<file path="src/rtl/lsu_wb_ctrl.sv">
// Multi-cycle load/store unit: one op at a time over a req/gnt/rvalid data port,
// load results written back to the register file. Optional trap build: MISALIGN_TRAP_EN.
module lsu_wb_ctrl #(
  parameter int unsigned AW = 32,
  parameter int unsigned RW = 5
) (
  input  logic          clk,
  input  logic          rst_n,
  input  logic          req_valid,
  output logic          req_ready,
  input  logic          req_we,
  input  logic [1:0]    req_size,
  input  logic          req_sign_ext,
  input  logic [AW-1:0] req_addr,
  input  logic [31:0]   req_wdata,
  input  logic [RW-1:0] req_rd,
  output logic          dmem_req,
  output logic          dmem_we,
  output logic [AW-1:0] dmem_addr,
  output logic [31:0]   dmem_wdata,
  output logic [3:0]    dmem_wstrb,
  input  logic          dmem_gnt,
  input  logic          dmem_rvalid,
  input  logic [31:0]   dmem_rdata,
  output logic          reg_wen,
  output logic [RW-1:0] reg_waddr,
  output logic [31:0]   reg_wdata,
  output logic          busy,
  output logic          misalign
);

  localparam int unsigned DW = 32;

  typedef enum logic [2:0] {ST_IDLE, ST_REQ, ST_RESP, ST_WB, ST_MIS} state_t;

  state_t        state;
  logic          op_we;
  logic [1:0]    op_size;
  logic          op_sext;
  logic [1:0]    op_off;
  logic [RW-1:0] op_rd;

  logic          mis_c;
  logic [3:0]    wstrb_c;
  logic [DW-1:0] wdata_c;
  logic [7:0]    byte_c;
  logic [15:0]   half_c;
  logic [DW-1:0] ext_c;

`ifdef MISALIGN_TRAP_EN
  assign mis_c = ((req_size == 2'b10) && req_addr[0]) ||
                 ((req_size == 2'b11) && (req_addr[1:0] != 2'b00));
`else
  assign mis_c = 1'b0;
`endif

  // Store lane placement from the incoming request
  always_comb begin
    wstrb_c = 4'b0000;
    wdata_c = req_wdata;
    case (req_size)
      2'b01: begin
        wstrb_c = 4'b0001 << req_addr[1:0];
        wdata_c = {4{req_wdata[7:0]}};
      end
      2'b10: begin
        wstrb_c = 4'b0011 << {req_addr[1], 1'b0};
        wdata_c = {2{req_wdata[15:0]}};
      end
      2'b11:   wstrb_c = 4'b1111;
      default: wstrb_c = 4'b0000;
    endcase
  end

  // Load lane extraction and extension from the latched op
  always_comb begin
    byte_c = dmem_rdata[{op_off, 3'b000} +: 8];
    half_c = op_off[1] ? dmem_rdata[31:16] : dmem_rdata[15:0];
    ext_c  = dmem_rdata;
    case (op_size)
      2'b01:   ext_c = op_sext ? {{24{byte_c[7]}}, byte_c} : {24'h0, byte_c};
      2'b10:   ext_c = op_sext ? {{16{half_c[15]}}, half_c} : {16'h0, half_c};
      default: ext_c = dmem_rdata;
    endcase
  end

  always_ff @(posedge clk or negedge rst_n) begin
    if (!rst_n) begin
      state      <= ST_IDLE;
      op_we      <= 1'b0;
      op_size    <= 2'b00;
      op_sext    <= 1'b0;
      op_off     <= 2'b00;
      op_rd      <= '0;
      req_ready  <= 1'b1;
      dmem_req   <= 1'b0;
      dmem_we    <= 1'b0;
      dmem_addr  <= '0;
      dmem_wdata <= '0;
      dmem_wstrb <= 4'b0000;
      reg_wen    <= 1'b0;
      reg_waddr  <= '0;
      reg_wdata  <= '0;
      busy       <= 1'b0;
      misalign   <= 1'b0;
    end else begin
      case (state)
        ST_IDLE: begin
          if (req_valid && req_ready) begin
            op_we   <= req_we;
            op_size <= req_size;
            op_sext <= req_sign_ext;
            op_off  <= req_addr[1:0];
            op_rd   <= req_rd;
            if (req_size == 2'b00) begin
              state <= ST_IDLE;
            end else if (mis_c) begin
              state     <= ST_MIS;
              misalign  <= 1'b1;
              busy      <= 1'b1;
              req_ready <= 1'b0;
            end else begin
              state      <= ST_REQ;
              dmem_req   <= 1'b1;
              dmem_we    <= req_we;
              dmem_addr  <= {req_addr[AW-1:2], 2'b00};
              dmem_wdata <= wdata_c;
              dmem_wstrb <= req_we ? wstrb_c : 4'b0000;
              busy       <= 1'b1;
              req_ready  <= 1'b0;
            end
          end
        end
        ST_REQ: begin
          if (dmem_gnt) begin
            dmem_req   <= 1'b0;
            dmem_we    <= 1'b0;
            dmem_wstrb <= 4'b0000;
            if (op_we) begin
              state     <= ST_IDLE;
              busy      <= 1'b0;
              req_ready <= 1'b1;
            end else begin
              state <= ST_RESP;
            end
          end
        end
        ST_RESP: begin
          if (dmem_rvalid) begin
            state     <= ST_WB;
            reg_wen   <= (op_rd != '0);
            reg_waddr <= op_rd;
            reg_wdata <= ext_c;
          end
        end
        ST_WB: begin
          state     <= ST_IDLE;
          reg_wen   <= 1'b0;
          busy      <= 1'b0;
          req_ready <= 1'b1;
        end
        ST_MIS: begin
          state     <= ST_IDLE;
          misalign  <= 1'b0;
          busy      <= 1'b0;
          req_ready <= 1'b1;
        end
        default: begin
          state     <= ST_IDLE;
          dmem_req  <= 1'b0;
          dmem_we   <= 1'b0;
          reg_wen   <= 1'b0;
          misalign  <= 1'b0;
          busy      <= 1'b0;
          req_ready <= 1'b1;
        end
      endcase
    end
  end

endmodule

</file>
<file path="config.mk">
export PLATFORM = sky130hd
export DESIGN_NAME = lsu_wb_ctrl
export DESIGN_NICKNAME = d
export VERILOG_FILES = /design/src/rtl/lsu_wb_ctrl.sv
export SDC_FILE = /design/constraint.sdc
export NUM_CORES = 1
export LEC_CHECK = 0
export BUFFER_PORTS_ARGS = -buffer_cell sky130_fd_sc_hd__clkbuf_2
export CAP_MARGIN = 15
export CORE_MARGIN = 5
export CORE_UTILIZATION = 45
export DETAILED_ROUTE_END_ITERATION = 8
export GPL_TIMING_DRIVEN = 0
export PLACE_DENSITY = 0.84
export SETUP_SLACK_MARGIN = 0.5
export SYNTH_ARGS = -nofsm -noshare
export SYNTH_HDL_FRONTEND = slang
export SYNTH_SLANG_ARGS = --single-unit
</file>
<file path="constraint.sdc">
create_clock -name clk -period 6.2 [get_ports clk]
set_clock_uncertainty 0.2 [all_clocks]
set_input_delay 0.62 -clock clk [delete_from_list [all_inputs] [get_ports clk]]
set_output_delay 0.62 -clock clk [all_outputs]
set_load 0.02 [all_outputs]
</file>
==> flow_summary.yaml <==
status:
  status: "finished clean"
timing:
  setup_viol: 0
  fmax_ghz: 0.414
  rsz0062_at_grt: "no"
  worstMarginPinSlew_ps: 638
  slew_headroom: 0.575
  hold_viol_final: 0
  min_period_ps: 2420
  drv_slew: 0
  setup_tns_ps: 0
  setup_slack_ps: 3780
  finalCritPeriodShare: 0.390
logic_synthesis:
  muxShareOfSynthArea: 0.185
  synthFlopType: "dfrtp_1"
  synth_compound_area_frac: 0.156
  synth_top_family_by_area: "multiplexers"
  ys_seq_elements: 121
  synth_edf_count: 0
  synthAdderAreaFrac: 0.0125
  synth.top_cells.by_area: "dfrtp_1, mux2_2, mux2i_1"
  syn-cell-area_um2: 6000
  yosys.area_share.simple: 0.0936
  yosysSeqAreaShare: 0.505
  yosysTopAreaCell: "dfrtp_1"
  synth_xor_area_frac: 0
  ys_types: 42
  syn-instance-count: 535
  yosys_warnings: 0
  netlist.area_leader.share: 0.500
  syn_avg_cell_area_um2: 11.2
  ys_async_sr_fraction: 1.00
global_routing:
  grt_antenna_before_repair: 0
  grt_pass1_wl_um: 29200
  first_global_vias: 5663
  grt_max_degree: 85
  grt_overflow_total: 0
  grt_usage: 0.233
worst_setup_path:
  cp-start-kind: "flip-flop"
  rrSetupSlack_ps: 3780
  arrival_ps: 2470
  cp_max_fo: 10
  required_ps: 6250
  endpoint_kind: "flip-flop"
  crit_type: "flip-flop to flip-flop"
drt:
  antenna_left: 0
  drc: 0
  finalWirelength_um: 17900
  vias: 5305
  highest_layer: "met4"
  routed-wl-met2_um: 8650
  m1WireLength_um: 6790
  wire_per_inst_um: 18.6
  via_per_inst: 5.51
  drtIter0Drc: 406
  dr.pass1.iters: 5
  wl_met3_um: 1900
power:
  ir_worst_vdd_mv: 0.333
  comb_power_share: 0.464
  power_switching_w: 0.00182
  sw_frac_of_total: 0.405
  pwr_density_cell_nw_per_um2: 564
  p_leak_nw: 3.80
  clkPwrFrac: 0.224
  intPower_w: 0.00267
  seq_power_share: 0.313
  fin_total_pwr_w: 0.00449
floorplan:
  fp-row-count: 42
  start_util: 0.457
  die-area_um2: 15800
  fp.dieH_um: 126
  core_area_um2: 13100
  ios: 221
  die_w_um: 126
cells_and_area:
  design_area_um2: 7970
  antenna_cells: 0
  drive_above_1_share: 0.456
  design.final.nets: 891
  areaGrowthSynthToFinish_pct: 32.7
clock_network:
  cts_sinks: 121
  numCtsBuffers: 17
  cts_tree: "done"
  cts_setup_buffers: 0
  cts-root-buf: "clkbuf_16"
  clk_latency_ps: 410
  path_clk_slew_ps: 60
  htreeDepth: 4
  cts_max_path_buffers: 2
run:
  cap_viol_max_count: 0
place:
  place_ws_ps: 3580
  gp_congestion: 0.871
  dp.final_hpwl_um: 13500
  portBuffers: 217
  dpl_cell_area_um2: 7350
min_path:
  hp-class: "input port to flip-flop"
==> power groups by stage <==
stage,clock network (W),logic [W],registers [W]
6_report,0.00100,0.00208,0.00140
5_1_grt,0.00106,0.00226,0.00145
4_1_cts,0.00102,0.00210,0.00140
3_5_place_dp,0,0.00209,0.00141
3_3_place_gp,0,0.00204,0.00139
2_1_floorplan,0,0.00101,0.00178
==> cells by family after synthesis <==
| logic type | Yosys count |
|---|---|
| buf+inv | 57 |
| flops | 121 |
| simple gates | 103 |
| mux | 101 |
| fa+ha+maj | 6 |
| other cells | 1 |
| compound gates | 146 |
==> final timing paths <==
check,startpoint,end,depth (start not counted)
max in group asynchronous,rst_n,req_ready$_DFFE_PN1P_,3
worst min register to register,reg_waddr[2]$_DFFE_PN0P_,reg_waddr[2]$_DFFE_PN0P_,2
worst min-delay path,req_addr[4],dmem_addr[4]$_DFFE_PN0P_,2
min in group asynchronous,rst_n,reg_wdata[10]$_DFFE_PN0P_,2
worst max-delay path,op_size[0]$_DFFE_PN0P_,reg_wdata[13]$_DFFE_PN0P_,7
worst max register to register,op_size[0]$_DFFE_PN0P_,reg_wdata[13]$_DFFE_PN0P_,7
==> sequential cells by signal (all words and copies together), names as in the netlist <==
signal / cells
reg_waddr: 5
dmem_addr: 30
dmem_we: 1
state: 2
reg_wdata: 32
busy: 1
op_size: 2
op_we: 1
dmem_wdata: 32
dmem_req: 1
dmem_wstrb: 4
op_sext: 1
op_off: 2
reg_wen: 1
op_rd: 5
req_ready: 1
==> cells in the mapped netlist, drive strengths merged, types with 2 or more instances <==
cell	number
dfrtp	120
or3b	7
or2	2
a21oi	33
and3	2
o311a	2
mux2i	25
a211oi	9
nand2	28
a31oi	16
o21a	2
nor2b	4
a22oi	9
ha	6
clkbuf	23
o31ai	16
and2	2
nand2b	9
o221ai	7
a221oi	9
nor2	28
mux2	76
o211ai	3
o21ai	37
nand4bb	3
a21o	2
inv	10
nor3b	11
buf	24
and3b	4
==> layout by cell type, fill, tap and decap left out, types with 3 or more instances in the layout <==
| master | instances |
|---|---|
| a31oi_1 | 16 |
| buf_6 | 4 |
| clkbuf_16 | 17 |
| nand2b_1 | 9 |
| mux2_2 | 74 |
| buf_4 | 5 |
| buf_2 | 15 |
| o211ai_1 | 3 |
| nor2b_1 | 4 |
| and3b_1 | 4 |
| dfrtp_1 | 120 |
| clkinvlp_4 | 4 |
| ha_1 | 6 |
| nor3b_1 | 11 |
| bufinv_16 | 3 |
| o21ai_0 | 37 |
| or3b_2 | 7 |
| a211oi_1 | 9 |
| clkbuf_1 | 24 |
| o221ai_1 | 7 |
| nand2_1 | 28 |
| mux2i_1 | 25 |
| conb_1 | 3 |
| clkbuf_8 | 3 |
| a22oi_1 | 8 |
| nand4bb_1 | 3 |
| inv_1 | 10 |
| clkbuf_2 | 216 |
| a221oi_1 | 8 |
| a21oi_1 | 33 |
| o31ai_1 | 16 |
| nor2_1 | 28 |
==> layer usage <==
metal	vias up	track usage
li1	2439	-
met1	2519	0.274
met4	0	0.109
met3	42	0.0925
met2	305	0.374
met5	-	0
==> final cells by class <==
cell class | count | area [um2]
timing repair buffer | 219 | 1130
inverter | 10 | 37.5
multi-input combinational | 359 | 2700
tap | 176 | 220
clock inverter | 11 | 148
fill | 1107 | 5170
sequential | 121 | 3030
buffer | 47 | 244
clock buffer | 20 | 457
==> worst max-delay path, stage by stage (launching register included) <==
cell	delay, ps
dfrtp_1	390
inv_1	60
ha_1	320
clkbuf_1	270
buf_2	300
clkbuf_1	400
nor3b_1	250
a211oi_1	70
==> stage by stage <==
step | hold WS, ps | std cells | utilization
after floorplan | 124 | 537 | -
after CTS | 222 | 963 | 0.606
after global routing | 222 | 963 | 0.606
after detailed placement | 263 | 931 | 0.560
final | 238 | 963 | 0.606
after global placement | 260 | 930 | 0.557
==> what timing repair did <==
action                    4_1_cts  5_1_grt
hold buffers                    1        0
hold endpoints to repair       37        0
gates resized for setup         0        0
Power figures use the tool's default switching activity.
